--- config.mk ---
export PLATFORM = sky130hd
export DESIGN_NAME = wb_rr_arbiter
export DESIGN_NICKNAME = d
export VERILOG_FILES = /design/src/rtl/wb_rr_arbiter.sv
export SDC_FILE = /design/constraint.sdc
export NUM_CORES = 1
export LEC_CHECK = 0
export ABC_AREA = 1
export CAP_MARGIN = 15
export CORE_AREA = 2 2 117 119
export DETAILED_ROUTE_END_ITERATION = 10
export DIE_AREA = 0 0 119 121
export PLACE_DENSITY_LB_ADDON = 0.1
export RECOVER_POWER = 50
export SYNTH_ARGS = -nofsm -noshare
export SYNTH_HDL_FRONTEND = slang
export SYNTH_SLANG_ARGS = --single-unit
--- constraint.sdc ---
create_clock -name clk -period 2 [get_ports clk]
set_clock_uncertainty 0.15 [all_clocks]
set_input_delay 0.2 -clock clk [delete_from_list [all_inputs] [get_ports clk]]
set_output_delay 0.2 -clock clk [all_outputs]
set_load 0.01 [all_outputs]
--- src/rtl/wb_rr_arbiter.sv ---
// Round-robin Wishbone arbiter: NUM_MASTERS masters share one slave port.
// A grant is held for the owner's whole CYC assertion, with one dead cycle
// between owners. An optional watchdog turns a silent slave into an ERR.

// Per-master slice: masks the master's request with its grant bit and routes
// the slave response back only when this master owns the bus.
module wb_rr_lane #(
    parameter int AW = 32,
    parameter int DW = 32
) (
    input  logic            gnt,
    input  logic            cyc,
    input  logic            stb,
    input  logic            we,
    input  logic [AW-1:0]   adr,
    input  logic [DW-1:0]   dat,
    input  logic [DW/8-1:0] sel,
    input  logic [2:0]      cti,
    input  logic [1:0]      bte,
    input  logic            s_ack,
    input  logic            s_err,
    input  logic            wd_err,
    output logic            o_cyc,
    output logic            o_stb,
    output logic            o_we,
    output logic [AW-1:0]   o_adr,
    output logic [DW-1:0]   o_dat,
    output logic [DW/8-1:0] o_sel,
    output logic [2:0]      o_cti,
    output logic [1:0]      o_bte,
    output logic            m_ack,
    output logic            m_err
);
    assign o_cyc = gnt & cyc;
    assign o_stb = gnt & stb;
    assign o_we  = gnt & we;
    assign o_adr = gnt ? adr : '0;
    assign o_dat = gnt ? dat : '0;
    assign o_sel = gnt ? sel : '0;
    assign o_cti = gnt ? cti : '0;
    assign o_bte = gnt ? bte : '0;
    // ACK and ERR pass through unresolved; watchdog ERR is OR'd in.
    assign m_ack = gnt & s_ack;
    assign m_err = gnt & (s_err | wd_err);
endmodule

module wb_rr_arbiter #(
    parameter int NUM_MASTERS   = 2,
    parameter int WB_ADDR_WIDTH = 32,
    parameter int WB_DATA_WIDTH = 32,
    parameter int TIMEOUT       = 0
) (
    input  logic                                   clk,
    input  logic                                   rstn,
    input  logic [NUM_MASTERS-1:0]                 m_CYC,
    input  logic [NUM_MASTERS-1:0]                 m_STB,
    input  logic [NUM_MASTERS-1:0]                 m_WE,
    input  logic [NUM_MASTERS*WB_ADDR_WIDTH-1:0]   m_ADR,
    input  logic [NUM_MASTERS*WB_DATA_WIDTH-1:0]   m_DAT_W,
    input  logic [NUM_MASTERS*WB_DATA_WIDTH/8-1:0] m_SEL,
    input  logic [NUM_MASTERS*3-1:0]               m_CTI,
    input  logic [NUM_MASTERS*2-1:0]               m_BTE,
    output logic [WB_DATA_WIDTH-1:0]               m_DAT_R,
    output logic [NUM_MASTERS-1:0]                 m_ACK,
    output logic [NUM_MASTERS-1:0]                 m_ERR,
    output logic                                   s_CYC,
    output logic                                   s_STB,
    output logic                                   s_WE,
    output logic [WB_ADDR_WIDTH-1:0]               s_ADR,
    output logic [WB_DATA_WIDTH-1:0]               s_DAT_W,
    output logic [WB_DATA_WIDTH/8-1:0]             s_SEL,
    output logic [2:0]                             s_CTI,
    output logic [1:0]                             s_BTE,
    input  logic [WB_DATA_WIDTH-1:0]               s_DAT_R,
    input  logic                                   s_ACK,
    input  logic                                   s_ERR,
    output logic [NUM_MASTERS-1:0]                 grant
);
    localparam int N  = NUM_MASTERS;
    localparam int AW = WB_ADDR_WIDTH;
    localparam int DW = WB_DATA_WIDTH;
    localparam int SW = WB_DATA_WIDTH / 8;
    localparam int LW = $clog2(NUM_MASTERS);
    localparam int CW = (TIMEOUT > 0) ? $clog2(TIMEOUT + 1) : 1;

    if ((NUM_MASTERS < 2) || (NUM_MASTERS > 8)) begin : g_bad_n
        $error("wb_rr_arbiter: NUM_MASTERS must be 2..8");
    end

    typedef enum logic {IDLE, BUSY} state_t;

    state_t          state_q, state_d;
    logic [N-1:0]    grant_q, grant_d;
    logic [LW-1:0]   last_q, last_d;
    logic [CW-1:0]   wd_cnt_q, wd_cnt_d;
    logic            wd_err_q, wd_err_d;

    logic [N-1:0]          l_cyc, l_stb, l_we;
    logic [N-1:0][AW-1:0]  l_adr;
    logic [N-1:0][DW-1:0]  l_dat;
    logic [N-1:0][SW-1:0]  l_sel;
    logic [N-1:0][2:0]     l_cti;
    logic [N-1:0][1:0]     l_bte;
    logic                  owner_cyc;
    logic                  found;
    int                    idx;

    for (genvar i = 0; i < N; i++) begin : g_lane
        wb_rr_lane #(.AW(AW), .DW(DW)) u_lane (
            .gnt    (grant_q[i]),
            .cyc    (m_CYC[i]),
            .stb    (m_STB[i]),
            .we     (m_WE[i]),
            .adr    (m_ADR[i*AW +: AW]),
            .dat    (m_DAT_W[i*DW +: DW]),
            .sel    (m_SEL[i*SW +: SW]),
            .cti    (m_CTI[i*3 +: 3]),
            .bte    (m_BTE[i*2 +: 2]),
            .s_ack  (s_ACK),
            .s_err  (s_ERR),
            .wd_err (wd_err_q),
            .o_cyc  (l_cyc[i]),
            .o_stb  (l_stb[i]),
            .o_we   (l_we[i]),
            .o_adr  (l_adr[i]),
            .o_dat  (l_dat[i]),
            .o_sel  (l_sel[i]),
            .o_cti  (l_cti[i]),
            .o_bte  (l_bte[i]),
            .m_ack  (m_ACK[i]),
            .m_err  (m_ERR[i])
        );
    end

    // AND-OR mux of the masked lanes; all-zero when nobody holds the bus.
    // The watchdog pulse cycle withdraws CYC/STB from the slave.
    always_comb begin
        s_CYC   = 1'b0;
        s_STB   = 1'b0;
        s_WE    = 1'b0;
        s_ADR   = '0;
        s_DAT_W = '0;
        s_SEL   = '0;
        s_CTI   = '0;
        s_BTE   = '0;
        for (int i = 0; i < N; i++) begin
            s_CYC   = s_CYC   | l_cyc[i];
            s_STB   = s_STB   | l_stb[i];
            s_WE    = s_WE    | l_we[i];
            s_ADR   = s_ADR   | l_adr[i];
            s_DAT_W = s_DAT_W | l_dat[i];
            s_SEL   = s_SEL   | l_sel[i];
            s_CTI   = s_CTI   | l_cti[i];
            s_BTE   = s_BTE   | l_bte[i];
        end
        s_CYC = s_CYC & ~wd_err_q;
        s_STB = s_STB & ~wd_err_q;
    end

    assign m_DAT_R   = s_DAT_R;
    assign grant     = grant_q;
    assign owner_cyc = |(m_CYC & grant_q);

    // Next state: rotating-priority pick in IDLE, hold/release and watchdog in BUSY.
    always_comb begin
        state_d  = state_q;
        grant_d  = grant_q;
        last_d   = last_q;
        wd_cnt_d = '0;
        wd_err_d = 1'b0;
        found    = 1'b0;
        idx      = 0;
        case (state_q)
            IDLE: begin
                if (|m_CYC) begin
                    for (int i = 1; i <= N; i++) begin
                        idx = int'(last_q) + i;
                        if (idx >= N) idx = idx - N;
                        if (!found && m_CYC[idx]) begin
                            found   = 1'b1;
                            grant_d = N'(1) << idx;
                            last_d  = LW'(idx);
                        end
                    end
                    state_d = BUSY;
                end
            end
            BUSY: begin
                if (!owner_cyc) begin
                    state_d = IDLE;
                    grant_d = '0;
                end else if ((TIMEOUT > 0) && s_STB && !s_ACK && !s_ERR) begin
                    if (wd_cnt_q == CW'(TIMEOUT - 1)) wd_err_d = 1'b1;
                    else                              wd_cnt_d = wd_cnt_q + 1'b1;
                end
            end
            default: begin
                state_d = IDLE;
                grant_d = '0;
            end
        endcase
    end

    // State registers; reset leaves master 0 with first priority.
    always_ff @(posedge clk or negedge rstn) begin
        if (!rstn) begin
            state_q  <= IDLE;
            grant_q  <= '0;
            last_q   <= LW'(N - 1);
            wd_cnt_q <= '0;
            wd_err_q <= 1'b0;
        end else begin
            state_q  <= state_d;
            grant_q  <= grant_d;
            last_q   <= last_d;
            wd_cnt_q <= wd_cnt_d;
            wd_err_q <= wd_err_d;
        end
    end
endmodule

==> results.py, run 1 <==
metrics = {
    "outcome": {
        "status": "finished clean",
    },
    "pwr": {
        "ir_drop_mv": 0.507,
        "leakage_nw": 1.59,
        "power.total_mw": 3.98,
        "p_per_area_nw_per_um2": 1090,
    },
    "setup_path": {
        "reg2reg_depth": 5,
        "worstPathRequired_ps": 1650,
        "rr_endpoint": "grant[1]$_DFFE_PN0P_",
        "crit_path_start_kind": "register",
        "rr_startpoint": "grant[0]$_DFFE_PN0P_",
        "cp_max_fo": 24,
        "worstSetupEndpointType": "output port",
        "crit_end": "s_DAT_W[23]",
        "critical_path_class": "reg -> out",
        "cp-startpoint": "grant[0]$_DFFE_PN0P_",
        "crit_arrival_ps": 1610,
        "r2r_slack_ps": 780,
    },
    "global_routing": {
        "grt_use_total_pct": 10.9,
        "antenna_found_initial": 1,
        "first_global_vias": 1952,
        "overflow": 0,
        "grt_pass1_wl_um": 12100,
        "grt_max_degree": 49,
    },
    "synth": {
        "syn_inst": 163,
        "seq_area_frac_synth_pct": 7.93,
        "synth_warnings": 0,
        "ys_ff_latch": 4,
        "syn_area_um2": 1280,
        "synth_cell_type_count": 12,
        "syn_nets": 351,
        "synth_area_per_cell_um2": 7.84,
    },
    "finish": {
        "layout_common_cells": "clkdlybuf4s50_1 (209), a22o_1 (75), nand2_1 (14), dlymetal6s2s_1 (12), inv_1 (7)",
        "drive_gt1_share_pct": 3.12,
        "fin_util_pct": 27.8,
        "antenna_cells": 0,
        "n_fill_cell": 1391,
        "fin_nets": 542,
        "final_common_cell": "clkdlybuf4s50_1",
        "area_delta_synth_final_pct": 185,
    },
    "clocking": {
        "clk-insertion-delay-late_ps": 220,
        "cts_max_path_buffers": 2,
        "cts_tree": "done",
        "numCtsBuffers": 3,
        "clock-root-buffer": "clkbuf_16",
        "clkSlewWorstSetupHoldPaths_ps": 30,
        "htreeDepth": 1,
        "cts_num_sinks": 4,
    },
    "detailed_routing": {
        "ant_nets": 0,
        "vias": 2039,
        "remaining_drc_errors": 0,
        "dr.first_iter.drc_count": 52,
        "wirelength_um": 9030,
        "first_pass_iters": 4,
        "vias_per_cell": 3.85,
        "post_drt_wl_per_cell_um": 17.1,
    },
    "die": {
        "fp-row-count": 42,
        "core_area_um2": 13100,
        "design.die.area_um2": 14400,
        "initial_utilization_pct": 9.77,
        "pin_count": 302,
        "dieHeight_um": 121,
        "die_x_um": 119,
    },
    "place": {
        "dp_slack_ps": 169,
        "gp_congestion": 0.777,
        "io_buffers": 237,
        "dpl.hpwl_um": 7150,
    },
    "timing": {
        "grt_setup_unrepaired": "false",
        "worstMarginPinSlew_ps": 308,
        "slew_viol_final": 0,
        "hold_violations": 0,
        "finalSetupViolCount": 0,
        "clock.fmax_mhz": 511,
        "timing.slew.headroom_pct": 79.2,
        "tns_ps": 0,
        "fin_ws_ps": 44.7,
        "period_minus_slack_ps": 1960,
        "min_period_over_period_pct": 97.8,
    },
    "run": {
        "drv_cap": 0,
    },
    "hold_path": {
        "hold_class": "in -> async",
    },
}
## worst max-delay path, cell delays in order, from the launching register on
cell	delay (ps)
dfrtp_2	460
clkbuf_16	220
a22o_1	220
clkdlybuf4s50_1	470
## metal layers
layer	vias up	share of wire, %	track usage, %
met5	-	0.14	0
met4	2	0.71	1.79
met3	6	11	4.18
met2	144	54	20.5
met1	923	35	11.6
li1	964	-	-
## how the worst min path moves through the flow
stage                     from                    to  slack (ps)  cells after the start
floorplan                 rstn  grant[0]$_DFFE_PN0P_        -250                      0
global placement    s_DAT_R[0]            m_DAT_R[0]         250                      0
detailed placement  s_DAT_R[0]            m_DAT_R[0]         250                      0
CTS                       rstn     state_q$_DFF_PN0_          30                      1
global route              rstn     state_q$_DFF_PN0_         110                      1
finish                    rstn     state_q$_DFF_PN0_         100                      1
## Yosys cell counts, drive strengths merged
library cell	instances	share of area, %
nand3	4	1.6
nor2	1	0.29
dfrtp	3	5.9
nand2	14	4.1
o21ai	1	0.39
a22o	75	51
dfstp	1	2.1
o22ai	1	0.49
inv	7	2.1
buf	56	32
## cells by family after synthesis
group	count (synthesis)	share of synthesized area, %
AOI/OAI and AO/OA	77	52.3
and+or+nand+nor	19	5.97
DFF	4	7.93
buffers and inverters	63	33.9
## cell type report
class,count,area (um2),area share (%)
Tap cell,176,220,6.04
Timing Repair Buffer,242,2470,67.8
Multi-Input combinational cell,96,744,20.4
Inverter,7,26.3,0.721
Clock buffer,4,78.8,2.16
Sequential cell,4,104,2.85
## registers in the layout (all words and copies together) (netlist names)
register and cells:
grant 2, last_q 1, state_q 1
## power by group
part           switching (mW)  internal (mW)
clock network          0.0578          0.263
logic                    1.48           1.98
registers              0.0616          0.133
total                    1.60           2.38
## per-stage QoR
| step | cell area (um2) | instances | hold slack (ps) |
|---|---|---|---|
| 2_1_floorplan | 1280 | 163 | -246 |
| 3_3_place_gp | 3550 | 524 | 250 |
| 3_5_place_dp | 3550 | 524 | 250 |
| 4_1_cts | 3620 | 528 | 31.0 |
| 5_1_grt | 3640 | 529 | 108 |
| 6_report | 3640 | 529 | 97.0 |
## timing repair
| action | CTS | global route |
|---|---|---|
| buffers inserted | 0 | 0 |
| endpoints found under the setup margin | 5 | 29 |
| endpoints found under the hold margin | 0 | 0 |
| cloned | 0 | 1 |
| resized for setup | 5 | 21 |
| pin swaps | 0 | 0 |
| hold buffers | 0 | 0 |
No activity file was read; power rests on OpenSTA's default activity.
==> run 2, diff against run 1 <==
clock period = 2.01 ns   (was 2 ns; I/O delays follow)
==> run 2 against run 1 <==
  * Final area increased by 0.48%
  * Total power is 2.4% higher
  * Wire length increased by 0.15%
  * Setup slack worse by 2.6 ps
  * Sequential cell count unchanged
  * Largest power group unchanged
==> results.py, run 2 (synthesized netlist as in run 1, its figures left out) <==
metrics = {
    "pwr": {
        "p_per_area_nw_per_um2": 1110,
        "power.total_mw": 4.07,
        "ir_drop_mv": 0.596,
        "leakage_nw": 1.48,
    },
    "die": {
        "initial_utilization_pct": 9.77,
        "dieHeight_um": 121,
        "core_area_um2": 13100,
        "die_x_um": 119,
        "design.die.area_um2": 14400,
        "pin_count": 302,
        "fp-row-count": 42,
    },
    "timing": {
        "tns_ps": 0,
        "finalSetupViolCount": 0,
        "timing.slew.headroom_pct": 79.9,
        "hold_violations": 0,
        "slew_viol_final": 0,
        "min_period_over_period_pct": 97.9,
        "period_minus_slack_ps": 1970,
        "clock.fmax_mhz": 508,
        "grt_setup_unrepaired": "false",
        "worstMarginPinSlew_ps": 298,
    },
    "setup_path": {
        "crit_arrival_ps": 1620,
        "worst-path-buf-inv": 2,
        "cp_cell_sequence": "clkbuf_16 > a22o_1 > clkdlybuf4s50_1",
        "crit_family": "buffers and inverters",
        "critical_path_class": "reg -> out",
        "worstPathRequired_ps": 1660,
        "worstSetupEndpointType": "output port",
        "cp_max_fo": 24,
        "cpPeakStageDelay_ps": 470,
        "slowest_stage": "clkdlybuf4s50_1",
        "crit_path_start_kind": "register",
    },
    "finish": {
        "antenna_cells": 0,
        "largest_reg_flops": 2,
        "multi_input_area_um2": 744,
        "drive_gt1_share_pct": 3.39,
        "regArea_um2": 104,
        "layout_common_cells": "clkdlybuf4s50_1 (222), a22o_1 (75), nand2_1 (14), inv_1 (7), clkbuf_16 (5)",
        "area_delta_synth_final_pct": 186,
        "final_common_cell": "clkdlybuf4s50_1",
        "n_fill_cell": 1386,
        "fin_nets": 543,
    },
    "detailed_routing": {
        "wl_met2_um": 4920,
        "first_pass_iters": 4,
        "routed.top_layer": "met5",
        "vias_per_cell": 3.79,
        "wirelength_um": 9050,
        "post_drt_wl_per_cell_um": 17.1,
        "wl_met3_um": 870,
        "ant_nets": 0,
        "dr.first_iter.drc_count": 56,
        "drt-met1-wl_um": 3240,
        "vias": 2008,
        "remaining_drc_errors": 0,
    },
    "place": {
        "dpl.hpwl_um": 7000,
        "gp_congestion": 0.761,
        "io_buffers": 237,
    },
    "global_routing": {
        "grt_use_total_pct": 10.5,
        "grt_max_degree": 49,
        "first_global_vias": 1883,
        "grt_pass1_wl_um": 11900,
        "antenna_found_initial": 1,
        "overflow": 0,
    },
    "run": {
        "drv_cap": 0,
    },
    "clocking": {
        "cts_tree": "done",
        "numCtsBuffers": 3,
        "cts_max_path_buffers": 2,
        "htreeDepth": 1,
        "clkSlewWorstSetupHoldPaths_ps": 30,
        "clk-insertion-delay-late_ps": 220,
        "clock-root-buffer": "clkbuf_16",
        "cts_num_sinks": 4,
        "hold_buffers": 0,
        "post-cts-setup-buffers": 0,
    },
    "hold_path": {
        "hold_class": "in -> async",
    },
    "outcome": {
        "status": "finished clean",
    },
}
run 2: worst paths after layout:
| check | slack [ps] | to | startpoint | cells after the start |
|---|---|---|---|---|
| worst min register to register | 350 | last_q$_DFFE_PN1P_ | last_q$_DFFE_PN1P_ | 2 |
| worst max-delay path | 40 | s_BTE[0] | grant[0]$_DFFE_PN0P_ | 3 |
| min in group clk | 250 | m_DAT_R[13] | s_DAT_R[13] | 0 |
| max in group asynchronous | 1370 | last_q$_DFFE_PN1P_ | rstn | 1 |
| worst max register to register | 770 | grant[1]$_DFFE_PN0P_ | grant[0]$_DFFE_PN0P_ | 5 |
| worst min-delay path | 100 | state_q$_DFF_PN0_ | rstn | 1 |
run 2: through the flow:
step	instances	area, um2	hold slack (ps)	setup slack (ps)	util (%)
global route	530	3660	119	0.0715	28.0
CTS	528	3620	42.5	10.1	27.7
finish	530	3660	101	42.1	28.0
floorplan	163	1280	-245	690	-
global placement	524	3550	252	157	27.1
detailed placement	524	3550	252	177	27.1
run 2: layer usage:
metal	vias up	global-route usage [%]
li1	966	-
met1	906	11.1
met2	132	20.8
met3	2	3.95
met4	2	0.446
met5	-	0
run 2: final cells by class:
| class | count | area share (%) |
|---|---|---|
| sequential | 4 | 2.84 |
| tap | 176 | 6.02 |
| clock buffer | 4 | 2.15 |
| multi-input combinational | 96 | 20.3 |
| inverter | 7 | 0.718 |
| timing repair buffer | 243 | 67.9 |
run 2: power breakdown:
part           switching, mW  internal, mW  leakage [nW]
Clock                 0.0557         0.262        0.0382
Combinational           1.48          2.07          1.40
Sequential            0.0731         0.132        0.0451
run 2: repair_timing:
item	4_1_cts	5_1_grt
setup endpoints to repair	3	13
gates cloned	0	2
gates resized for setup	3	9
==> run 3, diff against run 2 <==
--- a/config.mk
+++ b/config.mk
@@ -14,2 +14,3 @@
 export RECOVER_POWER = 50
+export REMOVE_ABC_BUFFERS = 1
 export SYNTH_ARGS = -nofsm -noshare
--- a/constraint.sdc
+++ b/constraint.sdc
@@ -4,2 +4,2 @@
 set_output_delay 0.201 -clock clk [all_outputs]
-set_load 0.01 [all_outputs]
+set_load 0.02 [all_outputs]
==> run 3 against run 2 <==
  * Sequential share of layout area about the same
  * Sequential cell count unchanged
  * Die area unchanged
  * Clock power about the same
  * First-iteration DRC count increased by 16%
  * Critical path depth unchanged
  * Sequential power decreased by 9%
  * Non-clock buffer count increased by 6
  * Combinational power increased by 11%
  * Final area decreased by 1.1%
  * Setup slack improved by 18 ps
  * Critical endpoint is now s_ADR[17]
  * Largest cell class unchanged
==> results.py, run 3 (synthesized netlist as in run 1, its figures left out) <==
metrics = {
    "outcome": {
        "status": "finished clean",
    },
    "setup_path": {
        "cp_cell_sequence": "buf_12 > a22o_1 > clkdlybuf4s50_1",
        "reg2reg_depth": 6,
        "cpPeakStageDelay_ps": 530,
        "rr_startpoint": "grant[0]$_DFFE_PN0P_",
        "crit_family": "buffers and inverters",
        "r2r_slack_ps": 660,
        "crit_path_start_kind": "register",
        "crit_arrival_ps": 1600,
        "worstSetupEndpointType": "output port",
        "worst-path-buf-inv": 2,
        "slowest_stage": "clkdlybuf4s50_1",
        "rr_endpoint": "grant[1]$_DFFE_PN0P_",
        "worstPathRequired_ps": 1660,
        "critical_path_class": "reg -> out",
        "cp_max_fo": 26,
    },
    "global_routing": {
        "overflow": 0,
        "grt_pass1_wl_um": 18400,
        "antenna_found_initial": 0,
        "first_global_vias": 2124,
        "grt_use_total_pct": 18.4,
        "grt_max_degree": 54,
    },
    "clocking": {
        "cts_tree": "done",
        "hold_buffers": 0,
        "clk-insertion-delay-late_ps": 220,
        "clkSlewWorstSetupHoldPaths_ps": 30,
        "numCtsBuffers": 3,
        "htreeDepth": 1,
        "cts_num_sinks": 4,
        "cts_max_path_buffers": 2,
        "clock-root-buffer": "clkbuf_16",
    },
    "finish": {
        "antenna_cells": 0,
        "area_delta_synth_final_pct": 183,
        "drive_gt1_share_pct": 8.06,
        "layout.cells.non_filler": 536,
        "layout_common_cells": "clkdlybuf4s50_1 (164), a22o_1 (75), dlygate4sd2_1 (55), nand2_1 (14), buf_4 (10)",
        "fin_util_pct": 27.7,
        "finalInstanceArea_um2": 3620,
        "final_common_cell": "clkdlybuf4s50_1",
        "fin_nets": 549,
        "largest_reg_flops": 2,
    },
    "timing": {
        "hold_violations": 0,
        "worstMarginPinSlew_ps": 326,
        "timing.slew.headroom_pct": 78.0,
        "finalSetupViolCount": 0,
        "tns_ps": 0,
        "worst_hold_slack_ps": 109,
        "slew_viol_final": 0,
        "period_minus_slack_ps": 1950,
        "fin_ws_ps": 60.2,
        "min_period_over_period_pct": 97.0,
        "clock.fmax_mhz": 513,
        "grt_setup_unrepaired": "false",
    },
    "die": {
        "pin_count": 302,
        "initial_utilization_pct": 9.77,
        "core_area_um2": 13100,
        "dieHeight_um": 121,
        "fp-row-count": 42,
        "die_x_um": 119,
        "design.die.area_um2": 14400,
    },
    "place": {
        "dpl_cell_area_um2": 3600,
        "dp_slack_ps": 120,
        "dpl.hpwl_um": 12100,
        "dp.cells": 528,
        "io_buffers": 237,
        "gp_congestion": 0.847,
    },
    "detailed_routing": {
        "ant_nets": 0,
        "wirelength_um": 14200,
        "first_pass_iters": 4,
        "vias": 2149,
        "remaining_drc_errors": 0,
        "post_drt_wl_per_cell_um": 26.4,
        "vias_per_cell": 4.01,
        "dr.first_iter.drc_count": 65,
    },
    "pwr": {
        "leakage_nw": 1.64,
        "p_per_area_nw_per_um2": 1230,
        "power.total_mw": 4.45,
        "ir_drop_mv": 0.376,
    },
    "hold_path": {
        "hold_class": "in -> async",
    },
    "run": {
        "drv_cap": 0,
    },
}
## run 3: final cells by class
| class | instances | area [um2] |
|---|---|---|
| Fill cell | 1440 | 9460 |
| Timing Repair Buffer | 249 | 2450 |
| Multi-Input combinational cell | 96 | 744 |
| Tap cell | 176 | 220 |
| Sequential cell | 4 | 104 |
| Clock buffer | 4 | 78.8 |
| Inverter | 7 | 26.3 |
## run 3: where the power goes
| part | internal [mW] | switching, mW | total [mW] |
|---|---|---|---|
| Combinational | 1.82 | 2.13 | 3.95 |
| Sequential | 0.132 | 0.0544 | 0.187 |
| Clock | 0.262 | 0.0562 | 0.318 |
| Total | 2.21 | 2.24 | 4.45 |
## run 3: layer usage
metal / up-vias / GRT usage (%) / part of all wire [%]
li1: 977 / - / -
met1: 975 / 16.2 / 32
met2: 182 / 29.8 / 45
met3: 13 / 18.1 / 20
met4: 2 / 3.87 / 2.0
met5: - / 5.51 / 0.73
## run 3: how the worst max path moves through the flow
stage / from / endpoint / slack, ps / cells after the start
6_report: grant[0]$_DFFE_PN0P_ / s_ADR[17] / 60 / 3
5_1_grt: grant[0]$_DFFE_PN0P_ / m_ACK[0] / 0.8 / 4
4_1_cts: grant[1]$_DFFE_PN0P_ / s_ADR[17] / 0.1 / 3
3_5_place_dp: m_CYC[1] / s_CYC / 120 / 4
3_3_place_gp: m_CYC[1] / s_CYC / 110 / 4
2_1_floorplan: grant[1]$_DFFE_PN0P_ / s_CYC / -360 / 2
## run 3: what timing repair did
item / CTS / global route
pin swaps: 0 / 0
gates cloned: 0 / 1
setup endpoints to repair: 51 / 13
buffers inserted: 0 / 3
resized for setup: 56 / 4
